$ cat src/rtl/seq_det_pkg.sv
// Shared constants, overlap-mode type and sizing helper for the multi-pattern sequence detector.
package seq_det_pkg;

    localparam int PAT_LEN_MAX = 16;
    localparam int NUM_PAT_MAX = 8;

    typedef enum logic {
        MODE_NON_OVL = 1'b0,
        MODE_OVL     = 1'b1
    } ovl_mode_t;

    // Fill counter must reach PAT_LEN itself, hence the +1.
    function automatic int fill_width(input int pat_len);
        return $clog2(pat_len + 1);
    endfunction

endpackage

$ cat src/rtl/seq_match_lane.sv
// One pattern lane: pattern register, fill counter, registered match flag and match counter.
// Match counter present only when SEQ_DET_CNT_EN is defined; otherwise cnt is tied to zero.
module seq_match_lane
    import seq_det_pkg::*;
#(
    parameter int                 PAT_LEN = 4,
    parameter int                 CNT_W   = 8,
    parameter logic [PAT_LEN-1:0] PAT_RST = '0
) (
    input  logic               clk,
    input  logic               rst_n,
    input  logic               in_valid,
    input  logic               overlap_en,
    input  logic               pat_load,
    input  logic [PAT_LEN-1:0] pat_data,
    input  logic [PAT_LEN-1:0] hist_nxt,
    input  logic               clear_cnt,
    output logic               match,
    output logic [CNT_W-1:0]   cnt
);

    localparam int            FW   = fill_width(PAT_LEN);
    localparam logic [FW-1:0] FULL = FW'(PAT_LEN);

    logic [PAT_LEN-1:0] pat;
    logic [FW-1:0]      fill;
    logic [FW-1:0]      fill_nxt;
    logic               hit;
    ovl_mode_t          mode;

    assign mode = overlap_en ? MODE_OVL : MODE_NON_OVL;

    always_comb begin
        fill_nxt = (fill == FULL) ? fill : fill + FW'(1);
        hit      = in_valid && (hist_nxt == pat) && (fill_nxt == FULL);
    end

    always_ff @(posedge clk or negedge rst_n) begin
        if (!rst_n) begin
            pat   <= PAT_RST;
            fill  <= '0;
            match <= 1'b0;
        end else if (pat_load) begin
            pat   <= pat_data;
            fill  <= '0;
            match <= 1'b0;
        end else begin
            match <= hit;
            if (in_valid)
                fill <= (hit && mode == MODE_NON_OVL) ? '0 : fill_nxt;
        end
    end

`ifdef SEQ_DET_CNT_EN
    // A load masks the match flag, so it must mask the increment too.
    always_ff @(posedge clk or negedge rst_n) begin
        if (!rst_n)
            cnt <= '0;
        else if (clear_cnt)
            cnt <= '0;
        else if (hit && !pat_load && cnt != '1)
            cnt <= cnt + CNT_W'(1);
    end
`else
    logic unused_clear_cnt;
    assign unused_clear_cnt = clear_cnt;
    assign cnt = '0;
`endif

endmodule

$ cat src/rtl/multi_seq_detector.sv
// Serial detector for NUM_PAT runtime-loadable patterns sharing one history shift register.
// Optional match counters enabled by defining SEQ_DET_CNT_EN.
module multi_seq_detector
    import seq_det_pkg::*;
#(
    parameter int                         PAT_LEN = 4,
    parameter int                         NUM_PAT = 2,
    parameter int                         CNT_W   = 8,
    parameter logic [NUM_PAT*PAT_LEN-1:0] PAT_RST = 8'h75
) (
    input  logic                       clk,
    input  logic                       rst_n,
    input  logic                       in_valid,
    input  logic                       in,
    input  logic                       overlap_en,
    input  logic                       pat_load,
    input  logic [NUM_PAT*PAT_LEN-1:0] pat_data,
    input  logic                       clear_cnt,
    output logic [NUM_PAT-1:0]         match,
    output logic                       op,
    output logic [NUM_PAT*CNT_W-1:0]   match_cnt
);

    logic [PAT_LEN-1:0] hist;
    logic [PAT_LEN-1:0] hist_nxt;

    assign hist_nxt = {hist[PAT_LEN-2:0], in};

    always_ff @(posedge clk or negedge rst_n) begin
        if (!rst_n)
            hist <= '0;
        else if (pat_load)
            hist <= '0;
        else if (in_valid)
            hist <= hist_nxt;
    end

    for (genvar k = 0; k < NUM_PAT; k++) begin : g_lane
        seq_match_lane #(
            .PAT_LEN (PAT_LEN),
            .CNT_W   (CNT_W),
            .PAT_RST (PAT_RST[k*PAT_LEN +: PAT_LEN])
        ) u_lane (
            .clk        (clk),
            .rst_n      (rst_n),
            .in_valid   (in_valid),
            .overlap_en (overlap_en),
            .pat_load   (pat_load),
            .pat_data   (pat_data[k*PAT_LEN +: PAT_LEN]),
            .hist_nxt   (hist_nxt),
            .clear_cnt  (clear_cnt),
            .match      (match[k]),
            .cnt        (match_cnt[k*CNT_W +: CNT_W])
        );
    end

    assign op = |match;

endmodule
$ cat config.mk
export PLATFORM = sky130hd
export DESIGN_NAME = multi_seq_detector
export DESIGN_NICKNAME = d
export VERILOG_FILES = /design/src/rtl/seq_det_pkg.sv /design/src/rtl/seq_match_lane.sv /design/src/rtl/multi_seq_detector.sv
export SDC_FILE = /design/constraint.sdc
export NUM_CORES = 1
export LEC_CHECK = 0
export ABC_AREA = 1
export BUFFER_PORTS_ARGS = -buffer_cell sky130_fd_sc_hd__buf_2
export CAP_MARGIN = 20
export CORE_AREA = 4 4 61 63
export CTS_BUF_LIST = sky130_fd_sc_hd__clkbuf_2
export DETAILED_ROUTE_END_ITERATION = 7
export DIE_AREA = 0 0 65 67
export GPL_TIMING_DRIVEN = 0
export PLACE_DENSITY = 0.59
export SLEW_MARGIN = 20
export SYNTH_ARGS = -nofsm -noshare
export SYNTH_HDL_FRONTEND = slang
export SYNTH_HIERARCHICAL = 1
export SYNTH_SLANG_ARGS = --single-unit
$ cat constraint.sdc
create_clock -name clk -period 1.85 [get_ports clk]
set_clock_uncertainty 0.15 [all_clocks]
set_input_delay 0.185 -clock clk [delete_from_list [all_inputs] [get_ports clk]]
set_output_delay 0.185 -clock clk [all_outputs]
set_load 0.05 [all_outputs]
==> impl_metrics.toml, run 1 <==
[floorplan]
start_util_pct = 37.8
dieArea_sq_mm = 0.00436
fp-row-count = 21
ios = 34
core_area_sq_mm = 0.00323
die_w_um = 65
die_h_um = 67

[synthesis]
ys_seq_area_share_pct = 39.4
synth.largest_area_cell = "dfrtp_1"
synth.yosys.warnings = 6
synth-edff-count = 0
netlist_area_sq_mm = 0.00122
ys_ff_latch = 19
avgSynthCellArea_sq_um = 8.31
syn_inst = 147
post_synth_num_cell_types = 20
synth_flop_cell = "dfrtp_1"
synth_top_area_share_pct = 28.7
yosys-top-cells-count = "nand2_1 (32), inv_1 (23), buf_4 (16), dfrtp_1 (14), nor2_1 (12)"
synthTopCellsByArea = "dfrtp_1 (29%), dfstp_2 (11%), buf_4 (9.8%)"
async_flop_share_pct = 100
synth.most_common_cell = "nand2_1"

[setup_path]
start_kind = "flop"
cp-startpoint = "g_lane[1].u_lane/fill[0]$_DFFE_PN0P_"
r2r_cells = 10
critPathSlowestCell = "dfrtp_1"
arrival_ns = 1.73
critPathCaptureType = "flop"
rr_startpoint = "g_lane[1].u_lane/fill[0]$_DFFE_PN0P_"
path_cells = "inv_1, ha_1, inv_1, nand2_1, nor2_1, nand3_2, nor2_1, nand2_1, nand2_1, nand2_1"
reg2reg_slack_ns = 0.22
worst_r2r_endpoint = "g_lane[1].u_lane/fill[2]$_DFFE_PN0P_"
crit_required_ns = 1.94
crit_top_cell = "nand2_1"
worstSetupPathType = "reg2reg"
cpPeakStageDelay_ns = 0.41
path_max_fanout = 3

[routing]
drtAntennaViolNets = 0
routed_wirelength_mm = 2.22
wl_per_cell_um = 9.25
vias = 979
viasPerCell = 4.08
first_iter_violations = 19
drcViolationCount = 0
dr.pass1.iters = 4

[hold_path]
holdPathEnd = "hist[2]$_DFFE_PN0P_"
min_from = "in_valid"
whs_path_depth = 3
hold_class = "in2reg"

[grt]
grt_first_pass_wirelength_mm = 3.81
grt_use_total_pct = 11.2
antenna_found_initial = 0
grt_max_degree = 20
first_global_vias = 949
grt_overflow = 0

[pwr]
ir_drop_mv = 0.377
cellPowerDensity_mw_per_mm2 = 603
p_leak_nw = 0.831
power_mw = 0.942

[clocking]
cts-root-buf = "clkbuf_2"
clock_latency_ns = 0.32
cts_buffers = 3
cts_tree = "built"
h-tree-depth = 1
cts_buffer_depth = 2
cts_resized = 0
clkTransAtPathRegs_ns = 0.19
cts_sinks = 19

[layout]
area_growth_pct = 27.9
num-fill-cells = 326
stdcell_count = 240
nets = 214
insertedDiodeCount = 0
multi_input_area_sq_um = 568
drive_gt1_share_pct = 33.5
regArea_sq_um = 482

[placement]
dp_hpwl_mm = 1.75
port_buffers = 16
placed_cells = 223
dp_slack_ns = 0.227
place.gp.congestion = 0.743

[sta]
setup_violations = 0
setup_tns_ns = 0
fin_ws_ns = 0.216
fin_hold_ws_ns = 0.0486
post-route-period-util_pct = 88.3
period_minus_slack_ns = 1.63
fmax_mhz = 612
rsz0062_at_grt = "no"
slew_violations = 0
hold_viol = 0

[run]
maxCapViolCount = 0

[outcome]
status = "finished clean"
## cell usage in the layout (no fill, tap or decap), drive strengths merged
| master | instances |
|---|---|
| o22ai | 4 |
| inv | 25 |
| dlygate4sd3 | 13 |
| ha | 4 |
| nand2 | 34 |
| buf | 34 |
| nor2 | 15 |
| dfrtp | 14 |
| xnor2 | 4 |
| clkbuf | 4 |
| nand3 | 11 |
| conb | 16 |
| nor3 | 2 |
| or2 | 1 |
| mux2 | 8 |
| dfstp | 5 |
## cell type report
cell class	count	area share, %
timing repair buffer	29	13.5
buffer	18	8.33
inverter	25	6.01
multi-input combinational	99	36.4
tap	46	3.69
sequential	19	30.8
clock buffer	4	1.28
## state kept, by name (all words and copies together), names as in the netlist
signal	flops
g_lane.u_lane/pat	8
g_lane.u_lane/fill	6
g_lane.u_lane/match	2
hist	3
## cells by family (layout without fill, tap and decap cells)
group                    count (synthesis)  after routing  share of synthesized area (%)
multiplexers                             8              8                           7.38
buffers and inverters                   43             76                           18.3
flip-flops                              19             19                           39.4
XOR/XNOR                                 4              4                           2.87
AO/OA/AOI/OAI                            4              4                           2.05
other                                    2             16                          0.615
AND/OR/NAND/NOR                         63             63                           25.2
adder cells (fa/ha/maj)                  4              4                           4.10
## worst max-delay path by stage
stage | endpoint | depth (start not counted)
2_1_floorplan | g_lane[0].u_lane/fill[2]$_DFFE_PN0P_ | 10
3_3_place_gp | g_lane[1].u_lane/fill[2]$_DFFE_PN0P_ | 10
3_5_place_dp | g_lane[1].u_lane/fill[2]$_DFFE_PN0P_ | 10
4_1_cts | g_lane[1].u_lane/fill[2]$_DFFE_PN0P_ | 10
5_1_grt | g_lane[0].u_lane/fill[2]$_DFFE_PN0P_ | 10
6_report | g_lane[1].u_lane/fill[2]$_DFFE_PN0P_ | 10
## power breakdown
part / internal, mW / leakage [nW] / switching (mW)
logic: 0.110 / 0.576 / 0.164
clock network: 0.0573 / 0.0166 / 0.137
registers: 0.453 / 0.237 / 0.0216
## timing repair
item / in CTS / in global routing
setup buffers: 0 / 0
hold buffers: 13 / 0
hold endpoints to repair: 32 / 0
## layer usage
layer / global-route usage [%] / wire length, um / vias to the layer above
li1: - / - / 506
met1: 12.4 / 938 / 438
met2: 21.1 / 1110 / 30
met3: 1.52 / 140 / 5
met4: 4.75 / 34 / 0
met5: 0 / 0 / -
## stage by stage
stage	instance area (sq um)	utilization, %
floorplan	1270	-
global placement	1410	43.7
detailed placement	1410	43.7
CTS	1560	48.3
global route	1560	48.3
finish	1560	48.3
## worst max-delay path, delay by kind of cell, from the launching register on
family,cells,cell delay [ns]
adders and majority gates,1,0.29
buffers and inverters,2,0.15
and+or+nand+nor,7,0.55
DFF,1,0.41
Note: power is estimated with default switching activity, not from simulation.
==> inputs of run 2 (changes only) <==
RECOVER_POWER = 25   (was default)
==> run 2 against run 1 <==
  * Clock power is essentially flat
  * Critical endpoint unchanged
  * Largest cell class unchanged
  * Sequential power is essentially flat
  * Highest routed layer unchanged
  * Final cell count is the same
  * Largest power group unchanged
  * Power is essentially flat
  * First-iteration DRC count is the same
==> impl_metrics.toml, run 2 (synthesis gave the netlist of run 1 again) <==
[outcome]
status = "finished clean"

[setup_path]
r2r_cells = 10
critPathCaptureType = "flop"
cpPeakStageDelay_ns = 0.41
start_kind = "flop"
cp_top_family = "simple AND/OR/NAND/NOR gates"
crit_cells = 10
crit_top_cell = "nand2_1"
arrival_ns = 1.73
path_max_fanout = 3
critPathSlowestCell = "dfrtp_1"
crit_required_ns = 1.94
crit_buf_inv = 2
worstSetupPathType = "reg2reg"
path_cells = "inv_1, ha_1, inv_1, nand2_1, nor2_1, nand3_2, nor2_1, nand2_1, nand2_1, nand2_1"

[floorplan]
die_w_um = 65
core_area_sq_mm = 0.00323
die_h_um = 67
start_util_pct = 37.8
dieArea_sq_mm = 0.00436
fp-row-count = 21
ios = 34

[layout]
area_growth_pct = 27.8
largest_reg_flops = 8
insertedDiodeCount = 0
final_common_cell = "nand2_1"
largest-register = "g_lane.u_lane/pat"
drive_gt1_share_pct = 33.0
reg_top3 = "g_lane.u_lane/pat (8), g_lane.u_lane/fill (6), hist (3)"
layout_common_cells = "nand2_1 (32), inv_1 (23), buf_2 (17)"
nets = 214

[routing]
vias = 981
wl_per_cell_um = 9.27
first_iter_violations = 19
dr.pass1.iters = 4
routed_wirelength_mm = 2.22
drcViolationCount = 0
viasPerCell = 4.09
drtAntennaViolNets = 0

[hold_path]
whs_path_depth = 3
hold_class = "in2reg"

[clocking]
clock_latency_ns = 0.32
clkTransAtPathRegs_ns = 0.19
cts-root-buf = "clkbuf_2"
cts_buffer_depth = 2
cts_sinks = 19
cts_buffers = 3
post_cts.repair.setup_buffers = 0
h-tree-depth = 1
cts_tree = "built"

[pwr]
ir_drop_mv = 0.376
p_leak_nw = 0.828
cellPowerDensity_mw_per_mm2 = 604

[placement]
port_buffers = 16
place.gp.congestion = 0.743
dp_hpwl_mm = 1.75

[grt]
grt_max_degree = 20
first_global_vias = 949
antenna_found_initial = 0
grt_overflow = 0
grt_first_pass_wirelength_mm = 3.81
grt_use_total_pct = 11.2

[sta]
period_minus_slack_ns = 1.63
post-route-period-util_pct = 88.3
fmax_mhz = 612
slew_headroom_pct = 29.8
setup_tns_ns = 0
slew_violations = 0
fin_hold_ws_ns = 0.0487
tightestPinTransition_ns = 1.05
hold_viol = 0
rsz0062_at_grt = "no"
setup_violations = 0

[run]
maxCapViolCount = 0
==> run 2: worst reg2reg max path, cell delays in order, from the launching register on <==
cell and delay [ns]:
dfrtp_1 0.41, inv_1 0.08, ha_1 0.29, inv_1 0.07, nand2_1 0.05, nor2_1 0.14, nand3_2 0.10, nor2_1 0.11
nand2_1 0.06, nand2_1 0.05, nand2_1 0.04
==> run 2: worst paths after layout <==
kind                                                 startpoint                              endpoint  slack (ns)
setup / recovery           g_lane[1].u_lane/fill[0]$_DFFE_PN0P_  g_lane[1].u_lane/fill[2]$_DFFE_PN0P_        0.22
hold / removal                                         in_valid                   hist[2]$_DFFE_PN0P_        0.05
setup reg to reg           g_lane[1].u_lane/fill[0]$_DFFE_PN0P_  g_lane[1].u_lane/fill[2]$_DFFE_PN0P_        0.22
hold reg to reg             g_lane[0].u_lane/pat[3]$_DFFE_PN0P_   g_lane[0].u_lane/pat[3]$_DFFE_PN0P_        0.41
max in group asynchronous                                 rst_n   g_lane[0].u_lane/pat[1]$_DFFE_PN0P_        0.54
min in group asynchronous                                 rst_n   g_lane[1].u_lane/pat[3]$_DFFE_PN0P_        0.39
==> run 2: cell type report <==
class / count / area, sq um
fill: 327 / 1670
sequential: 19 / 482
inverter: 25 / 93.8
buffer: 18 / 130
timing repair buffer: 29 / 209
multi-input combinational: 99 / 568
clock buffer: 4 / 20.0
tap: 46 / 57.6
==> run 2: layer usage <==
metal	part of all wire, %	wire length, um	GRT usage, %	vias to the layer above
met1	42	938	12.4	440
met5	0	0	0	-
met3	6.3	140	1.52	5
met4	1.5	34	4.75	0
met2	50	1110	21.1	30
li1	-	-	-	506
==> run 2: metrics by stage <==
step | instance area (sq um) | std cells | worst slack (ns) | total power [mW] | util, %
after floorplan | 1270 | 161 | 0.372 | 0.686 | -
after global placement | 1410 | 223 | 0.277 | 0.727 | 43.7
after detailed placement | 1410 | 223 | 0.227 | 0.736 | 43.7
after CTS | 1560 | 240 | 0.201 | 0.953 | 48.3
after global routing | 1560 | 240 | 0.0689 | 1.00 | 48.3
final | 1560 | 240 | 0.216 | 0.942 | 48.3
==> run 2: repair_timing <==
action	CTS	global route
hold endpoints to repair	32	0
hold buffers	13	0
resized for setup	0	0
==> run 2: report_power, final <==
part | internal, mW | switching, mW | total, mW
registers | 0.453 | 0.0217 | 0.474
clock network | 0.0573 | 0.137 | 0.194
logic | 0.110 | 0.164 | 0.274
